**src/rtl/spi_slave.sv**
```systemverilog
// Memory-mapped SPI responder: synchronises SCLK/SS_n/MOSI into clk, shifts 8-bit frames MSB-first
// in all four CPOL/CPHA modes. Define SPI_SLV_IRQ_EN to add the rx/error interrupt output.
`timescale 1ns/1ps
module spi_slave #(
  parameter logic [7:0] SPI_SLV_CTRL   = 8'h30,
  parameter logic [7:0] SPI_SLV_TXDATA = 8'h34,
  parameter logic [7:0] SPI_SLV_RXDATA = 8'h38,
  parameter logic [7:0] SPI_SLV_STATUS = 8'h3C
) (
  input  logic        clk,
  input  logic        rst,
  input  logic [31:0] data_i,
  input  logic [31:0] addr_i,
  input  logic [3:0]  sel_i,
  input  logic        we_i,
  input  logic        req_valid_i,
  output logic [31:0] data_o,
  input  logic        spi_sclk,
  input  logic        spi_ss_n,
  input  logic        spi_mosi,
  output logic        spi_miso,
  output logic        spi_miso_oe
`ifdef SPI_SLV_IRQ_EN
  ,
  output logic        irq
`endif
);

  typedef enum logic {IDLE = 1'b0, ACTIVE = 1'b1} state_t;
  state_t state_reg, state_next;

  logic [2:0]  sclk_sync, ss_sync;
  logic [1:0]  mosi_sync;
  logic        en_reg, cpol_reg, cpha_reg;
  logic [7:0]  dummy_reg, txdata_reg, rxdata_reg, tx_shift_reg;
  logic [6:0]  rx_shift_reg;
  logic [2:0]  bit_cnt_reg;
  logic        tx_empty_reg, rx_valid_reg, overrun_reg, underrun_reg, abort_reg;
  logic        busy, enter, leave;
  logic [31:0] ctrl_word, status_word, rd_mux;
  logic        unused_bits;

`ifdef SPI_SLV_IRQ_EN
  logic rx_ie_reg, err_ie_reg;
  assign ctrl_word = {14'h0, err_ie_reg, rx_ie_reg, dummy_reg, 5'h0, cpha_reg, cpol_reg, en_reg};
`else
  assign ctrl_word = {16'h0, dummy_reg, 5'h0, cpha_reg, cpol_reg, en_reg};
`endif
  assign status_word = {26'h0, abort_reg, underrun_reg, overrun_reg, busy, tx_empty_reg, rx_valid_reg};
  assign unused_bits = ^{data_i, addr_i, sel_i};

  // [1] is the synchronised level, [2] the previous level for edge detection
  wire sclk_rise = sclk_sync[1] & ~sclk_sync[2];
  wire sclk_fall = ~sclk_sync[1] & sclk_sync[2];
  wire ss_fall   = ~ss_sync[1] & ss_sync[2];
  wire ss_rise   = ss_sync[1] & ~ss_sync[2];

  wire wen = we_i & req_valid_i;
  wire ren = ~we_i & req_valid_i;
  wire wr_ctrl   = wen && addr_i[7:0] == SPI_SLV_CTRL;
  wire wr_tx     = wen && addr_i[7:0] == SPI_SLV_TXDATA;
  wire wr_status = wen && addr_i[7:0] == SPI_SLV_STATUS;
  wire rd_rx     = ren && addr_i[7:0] == SPI_SLV_RXDATA;

  wire active_edge = busy & ~leave;
  wire lead      = active_edge & (cpol_reg ? sclk_fall : sclk_rise);
  wire trail     = active_edge & (cpol_reg ? sclk_rise : sclk_fall);
  wire sample    = cpha_reg ? trail : lead;
  wire shift_out = cpha_reg ? lead : trail;
  wire byte_done = sample && bit_cnt_reg == 3'd7;
  wire start     = enter | byte_done;
  wire [7:0] rx_byte    = {rx_shift_reg, mosi_sync[1]};
  wire [7:0] start_byte = tx_empty_reg ? dummy_reg : txdata_reg;

  always_ff @(posedge clk) begin
    if (!rst) state_reg <= IDLE;
    else      state_reg <= state_next;
  end

  always_comb begin
    state_next = state_reg;
    case (state_reg)
      IDLE:    if (en_reg && ss_fall) state_next = ACTIVE;
      ACTIVE:  if (ss_rise || !en_reg) state_next = IDLE;
      default: state_next = IDLE;
    endcase
  end

  always_comb begin
    busy  = (state_reg == ACTIVE);
    enter = (state_reg == IDLE) && (state_next == ACTIVE);
    leave = (state_reg == ACTIVE) && (state_next == IDLE);
  end

  assign spi_miso_oe = busy;

  always_comb begin
    rd_mux = 32'h0;
    case (addr_i[7:0])
      SPI_SLV_CTRL:   rd_mux = ctrl_word;
      SPI_SLV_RXDATA: rd_mux = {24'h0, rxdata_reg};
      SPI_SLV_STATUS: rd_mux = status_word;
      default:        rd_mux = 32'h0;
    endcase
  end

  always_ff @(posedge clk) begin
    if (!rst) begin
      sclk_sync <= 3'b000;
      ss_sync <= 3'b111;
      mosi_sync <= 2'b00;
      data_o <= 32'h0;
      en_reg <= 1'b0;
      cpol_reg <= 1'b0;
      cpha_reg <= 1'b0;
      dummy_reg <= 8'h0;
      txdata_reg <= 8'h0;
      rxdata_reg <= 8'h0;
      tx_shift_reg <= 8'h0;
      rx_shift_reg <= 7'h0;
      bit_cnt_reg <= 3'd0;
      tx_empty_reg <= 1'b1;
      rx_valid_reg <= 1'b0;
      overrun_reg <= 1'b0;
      underrun_reg <= 1'b0;
      abort_reg <= 1'b0;
      spi_miso <= 1'b0;
`ifdef SPI_SLV_IRQ_EN
      rx_ie_reg <= 1'b0;
      err_ie_reg <= 1'b0;
`endif
    end else begin
      sclk_sync <= {sclk_sync[1:0], spi_sclk};
      ss_sync <= {ss_sync[1:0], spi_ss_n};
      mosi_sync <= {mosi_sync[0], spi_mosi};
      data_o <= ren ? rd_mux : 32'h0;

      if (wr_ctrl) begin
        if (sel_i[0]) begin
          en_reg <= data_i[0];
          if (!busy && !enter) begin
            cpol_reg <= data_i[1];
            cpha_reg <= data_i[2];
          end
        end
        if (sel_i[1]) dummy_reg <= data_i[15:8];
`ifdef SPI_SLV_IRQ_EN
        if (sel_i[2]) begin
          rx_ie_reg <= data_i[16];
          err_ie_reg <= data_i[17];
        end
`endif
      end

      // Flag clears come first so a same-cycle hardware set wins
      if (wr_status && sel_i[0]) begin
        if (data_i[3]) overrun_reg <= 1'b0;
        if (data_i[4]) underrun_reg <= 1'b0;
        if (data_i[5]) abort_reg <= 1'b0;
      end

      if (sample) begin
        rx_shift_reg <= rx_byte[6:0];
        bit_cnt_reg <= bit_cnt_reg + 3'd1;
      end
      // CPHA=0 trailing edge after the 8th sample belongs to the next byte whose MSB is already out
      if (shift_out && (cpha_reg || bit_cnt_reg != 3'd0)) begin
        spi_miso <= tx_shift_reg[7];
        tx_shift_reg <= {tx_shift_reg[6:0], 1'b0};
      end

      if (start) begin
        tx_empty_reg <= 1'b1;
        if (tx_empty_reg) underrun_reg <= 1'b1;
        if (cpha_reg) begin
          tx_shift_reg <= start_byte;
        end else begin
          tx_shift_reg <= {start_byte[6:0], 1'b0};
          spi_miso <= start_byte[7];
        end
      end

      if (byte_done) begin
        if (!rx_valid_reg || rd_rx) begin
          rxdata_reg <= rx_byte;
          rx_valid_reg <= 1'b1;
        end else begin
          overrun_reg <= 1'b1;
        end
      end else if (rd_rx) begin
        rx_valid_reg <= 1'b0;
      end

      if (leave) begin
        bit_cnt_reg <= 3'd0;
        spi_miso <= 1'b0;
        if (bit_cnt_reg != 3'd0) abort_reg <= 1'b1;
      end

      // A CPU write outranks a same-cycle byte start, leaving the new byte pending
      if (wr_tx && sel_i[0]) begin
        txdata_reg <= data_i[7:0];
        tx_empty_reg <= 1'b0;
      end
    end
  end

`ifdef SPI_SLV_IRQ_EN
  always_ff @(posedge clk) begin
    if (!rst) irq <= 1'b0;
    else      irq <= (rx_valid_reg & rx_ie_reg) | ((overrun_reg | underrun_reg | abort_reg) & err_ie_reg);
  end
`endif

endmodule

```
**config.mk**
```make
export PLATFORM = sky130hd
export DESIGN_NAME = spi_slave
export DESIGN_NICKNAME = d
export VERILOG_FILES = /design/src/rtl/spi_slave.sv
export SDC_FILE = /design/constraint.sdc
export NUM_CORES = 1
export LEC_CHECK = 0
export BUFFER_PORTS_ARGS = -buffer_cell sky130_fd_sc_hd__buf_2
export CORE_MARGIN = 2
export CORE_UTILIZATION = 50
export CTS_CLUSTER_SIZE = 25
export DETAILED_ROUTE_END_ITERATION = 8
export PLACE_DENSITY = 0.86
export RECOVER_POWER = 50
export SLEW_MARGIN = 20
export SYNTH_ARGS = -nofsm -noshare
export SYNTH_HDL_FRONTEND = slang
export SYNTH_SLANG_ARGS = --single-unit
```
**constraint.sdc**
```tcl
create_clock -name clk -period 2.6 [get_ports clk]
set_clock_uncertainty 0.1 [all_clocks]
set_input_delay 0.26 -clock clk [delete_from_list [all_inputs] [get_ports clk]]
set_output_delay 0.26 -clock clk [all_outputs]
set_load 0.1 [all_outputs]
```
Word-level counts from Yosys, hierarchy flattened:

Cells that the tools add are included.

* flip-flop bits (word level): 92
* logic and storage cells: 108

* add/sub/neg operators: 1
* equality and inequality tests: 6
* muxes and demuxes: 32
* bitwise logic cells: 19
* reduce and logical (&&, ||, !) cells: 30

Operators by type and width (number)
* 16-bit case mux with 3 select lines: 1
* 8-bit by 6-bit equality test with 1-bit output, second input constant: 4
* 8-bit two-way mux: 4
* 1-bit two-way mux: 26
* 1-bit logical AND: 12
* 2-bit AND reduction: 5
* 1-bit bitwise AND: 9
* 1-bit NOT: 9
* 2-bit nonzero test: 3
* 1-bit zero test: 4
* 3-bit by 1-bit adder with 3-bit output, second input constant: 1
* 3-bit equality test, second input constant: 1
* 1-bit logical OR: 3
* 3-bit AND reduction: 1
* 3-bit nonzero test: 1
* 2-bit by 1-bit inequality test with 1-bit output, second input constant: 1
* 1-bit case mux with 2 select lines: 1
* 2-bit OR reduction: 1
* 1-bit OR: 1

Depth between registers and ports, before layout:

* depth after elaboration: 15
* gate-level depth with buffers: 8

Worst setup path before layout:

Ideal clock, no wire load.

* path type: flip-flop to flip-flop
* start: register state_reg, in the netlist spi_miso_oe
* end: register rxdata_reg[0]
* arrival time: 2.261 ns
* path slack: 0.111 ns
* cell stages (with the launch flop): 7
* cells stage by stage: dfxtp_1 -> nand2_1 -> or3_1 -> nor3b_1 -> buf_2 -> mux2i_1 -> nor2_1

* longest elaborated chain between the ends: 10
* elaborated cells on any way between the ends: 11
* those cells by class: 2 x mux; 6 x bitwise; 3 x reduce/logical

Ends and longest elaborated chain
* start: declaration: RTL line 30 `state_t state_reg, state_next;`
* start signal: assignment: RTL line 77 `else state_reg <= state_next;`
* 1-bit NOT: RTL line 82 `case (state_reg)`
* 1-bit case mux with 2 select lines: RTL line 82
* 1-bit NOT: RTL line 92 `leave = (state_reg == ACTIVE) && (state_next == IDLE);`
* 1-bit logical AND: RTL line 92
* 1-bit NOT: RTL line 65 `wire active_edge = busy & ~leave;`
* 1-bit bitwise AND *: RTL line 65
* 1-bit bitwise AND, on equally long branches: RTL line 66, 67
* 1-bit two-way mux *: RTL line 68 `wire sample = cpha_reg ? trail : lead;`
* 1-bit logical AND *: RTL line 70 `wire byte_done = sample && bit_cnt_reg == 3'd7;`
* 2-bit AND reduction (no source line) *
* end signal: assignment: RTL line 185 `rxdata_reg <= rx_byte;`
* end: declaration: RTL line 35 `logic [7:0] dummy_reg, txdata_reg, rxdata_reg, tx_shift_reg;`

Mark *: on every way between the ends. The rest lies on a longest branch, timed or not.
A chain may end at the register's enable or synchronous reset.

Final worst setup path:

* start: register cpol_reg
* end: register spi_miso

* longest elaborated chain between the ends: 7
* elaborated cells on any way between the ends: 12
* those cells by class: 7 x mux; 3 x bitwise; 2 x reduce/logical

Ends and longest elaborated chain
* start: declaration: RTL line 34 `logic en_reg, cpol_reg, cpha_reg;`
* start signal: assignment: RTL line 142 `cpol_reg <= data_i[1];`
* 1-bit two-way mux, on equally long branches: RTL line 67, 66
* 1-bit bitwise AND, on equally long branches: RTL line 67, 66
* 1-bit two-way mux: RTL line 69 `wire shift_out = cpha_reg ? lead : trail;`
* 1-bit logical AND: RTL line 167 `if (shift_out && (cpha_reg || bit_cnt_reg != 3'd0)) begin`
* 1-bit two-way mux: RTL line 167
* 1-bit two-way mux: RTL line 175 `if (cpha_reg) begin`
* 1-bit two-way mux *: RTL line 172 `if (start) begin`
* end signal: assignment: RTL line 168 `spi_miso <= tx_shift_reg[7];`
* end signal: assignment: RTL line 179 `spi_miso <= start_byte[7];`
* end: declaration: RTL line 21 `output logic spi_miso,`

Marks and branches as above.

==> metrics.md <==
| Metric | Value |
|---|---|
| Syn avg cell area | 9.60 um2 |
| CTS Buffer Depth | 2 |
| Worst Hold Depth | 2 |
| CTS clk-pin slew, worst paths | 0.07 ns |
| Final setup viols | 0 |
| Hold Path End | sclk_sync[0]$_SDFF_PN0_ |
| Worst reg2reg setup slack | about 0.34 ns |
| Max cap viols | 0 |
| Post-synth EDFFs | 0 |
| Initial antenna violation count | 0 |
| Unrepaired setup endpoints after global routing | no |
| Critical Path RT | roughly 2.7 ns |
| Leading cell type in the layout, fill and taps excluded | dfxtp_1 |
| DIE WIDTH | 84.7 um |
| GRT Total Usage | 20.7% |
| GPL Wtd Cong | 0.864 |
| Critical Path Start Type | flip-flop |
| Biggest register | data_o |
| Clk sink count | 76 |
| Synth warn | 0 |
| Synth area leader | dfxtp_1 |
| Largest fanout on the critical path | 9 |
| Worst Path Arrival | 2.40 ns |
| Fmax | roughly 0.44 GHz |
| First-pass GRT wire length | 11.7 mm |
| Largest net degree at the start of global routing | 41 |
| Final design utilization | between 50% and 60% |
| Final Hold Viols | 0 |
| Place WS | 0.131 ns |
| Min Tclk post-route | 2.26 ns |
| Largest register FFs | 16 |
| DRT iter0 DRCs | 192 |
| Slew HR | between 20% and 30% |
| P per Cell Area | 569 mW/mm2 |
| Synth area leaders | dfxtp_1, mux2i_1, nor2_1, a21oi_1, buf_4 |
| Top_reg_cell synth | dfxtp_1 |
| Setup WS post-layout | 0.338 ns |
| Syn Inst Count | 339 |
| Latest clock arrival within the worst-skew pair | 0.35 ns |
| CTS buffer count | 9 |
| Synthesized cell area | 0.00325 mm2 |
| Seq/Total Area, Yosys | 46.8% |
| Seq cells post-synth | 76 |
| Final TNS setup | 0 ns |
| Final wirelength | roughly 7.2 mm |
| Fillers | 549 |
| Synth async-reset ratio | 0% |
| Hold Path Origin | spi_sclk |
| H-tree levels | 3 |
| TritonCTS clock tree | built |
| Share of the synthesized area in the top cell type | 46.8% |
| Worst Hold Class | in -> reg |
| Cell row count | 29 |
| Ratio of cells with drive above 1 in the final layout | 15.6% |
| Initial Utilization | 51.5% |
| DRC Markers | 0 |
| Worst-Margin Slew | 1.19 ns |
| Drt pass-1 iters | 4 |
| Via count | 2,589 |
| Reg2reg end | spi_miso$_SDFF_PP0_ |
| Core area | around 0.0063 mm2 |
| Leakage Power | roughly 1.6 nW |
| Worst-case vdd ir drop | about 0.41 mV |
| Most frequent cells in the layout | dfxtp_1, nor2_1, mux2i_1 |
| # resized after CTS | 0 |
| Vias in the first global route | 2,462 |
| Post-DP HPWL | 5.14 mm |
| Vias per Instance | 5.46 |
| Quantity of I/O buffers inserted on ports | 50 |
| Detail Route Antenna Nets | 0 |
| Reg2reg path depth | 5 |
| Critical path class | reg -> reg |
| Final Max Slew Viols | 0 |
| Fin crit share | 87.0% |
| Die ar. | 0.00717 mm2 |
| Die height | 84.7 um |
| IO Count | 109 |
| Worst setup EP type | flip-flop |
| Status | complete, no violations |
| Avg WL per Cell | 15.2 um |
| Layout area overhead | 12.7% |
| N_diodes | 0 |
| Clk root buf | clkbuf_8 |
| Overflow after GRT | 0 |
| Count of cell types in the netlist | 44 |
| Reg2Reg Launch Point | cpol_reg$_SDFFE_PN0P_ |
| Final #Nets | 471 |
through the flow:
| stage | instances | power [mW] | cell area, um2 | hold slack (ns) |
|---|---|---|---|---|
| after floorplan | 354 | 1.35 | 3310 | 0.261 |
| after global placement | 458 | 1.37 | 3540 | 0.296 |
| after detailed placement | 458 | 1.37 | 3540 | 0.308 |
| after CTS | 474 | 2.09 | 3700 | 0.0151 |
| after global routing | 474 | 2.15 | 3670 | 0.00614 |
| final | 474 | 2.09 | 3670 | 0.0131 |
cell type report:
type	instances	area [um2]	share of cell area [%]
multi-input cells	238	1570	42.9
flip-flops and latches	76	1520	41.5
repair buffers	61	300	8.19
clock buffers	12	135	3.68
well taps	77	96.3	2.63
inverters	7	26.3	0.716
clock inverters	3	15.0	0.409
timing repair:
item,4_1_cts,5_1_grt
hold endpoints to repair,1,0
hold buffers,1,0
buffers inserted,0,0
setup endpoints to repair,0,0
synth_stat cells (5+ instances only):
cell type,number
clkbuf_1,12
mux4_2,5
nand2_1,18
a21oi_1,24
nand2b_1,6
nor2b_1,5
nor2_1,47
o21ai_0,8
buf_4,16
mux2i_1,44
inv_1,7
and2_1,17
nand3_1,14
dfxtp_1,76
layer usage:
metal	track usage (%)	vias to the layer above	share of wire (%)
li1	-	1241	-
met1	25.8	1230	42
met2	33.4	99	49
met3	6.00	19	6.4
met4	9.09	0	2.8
met5	0	-	0
critical path, stage by stage, from the launching register on:
cell,delay (ns)
dfxtp_1,0.39
or3b_1,0.44
a2111oi_2,0.40
a31oi_2,0.20
mux2_4,0.39
o211a_1,0.22
power breakdown:
part	total (mW)	internal, mW	switching, mW	leakage (nW)
clock network	0.739	0.337	0.402	0.0800
registers	1.17	1.17	0.00269	0.613
logic	0.176	0.0323	0.144	0.892
kinds of logic (layout without fill, tap and decap cells):
kind of cell             Yosys count  in the layout  synth area share [%]
multiplexers                      51             51                  17.8
other                              1             16                 0.115
buffers and inverters             40             83                  6.81
flip-flops                        76             76                  46.8
adder cells (fa/ha/maj)            3              3                  1.15
AND/OR/NAND/NOR                  121            121                  18.5
AO/OA/AOI/OAI                     45             45                  8.31
XOR/XNOR                           2              2                 0.539
worst max path at each step:
stage                                      startpoint  slack [ns]                    endpoint
after detailed placement  bit_cnt_reg[0]$_SDFFE_PP0P_        0.13         spi_miso$_SDFF_PP0_
final                           cpol_reg$_SDFFE_PN0P_        0.34         spi_miso$_SDFF_PP0_
after CTS                 bit_cnt_reg[0]$_SDFFE_PP0P_        0.08         spi_miso$_SDFF_PP0_
after global placement    bit_cnt_reg[0]$_SDFFE_PP0P_        0.18         spi_miso$_SDFF_PP0_
after floorplan                spi_miso_oe$_SDFF_PN0_        0.11  rxdata_reg[0]$_SDFFE_PN0P_
after global routing      bit_cnt_reg[0]$_SDFFE_PP0P_        0.20         spi_miso$_SDFF_PP0_
Power figures use the tool's default switching activity.
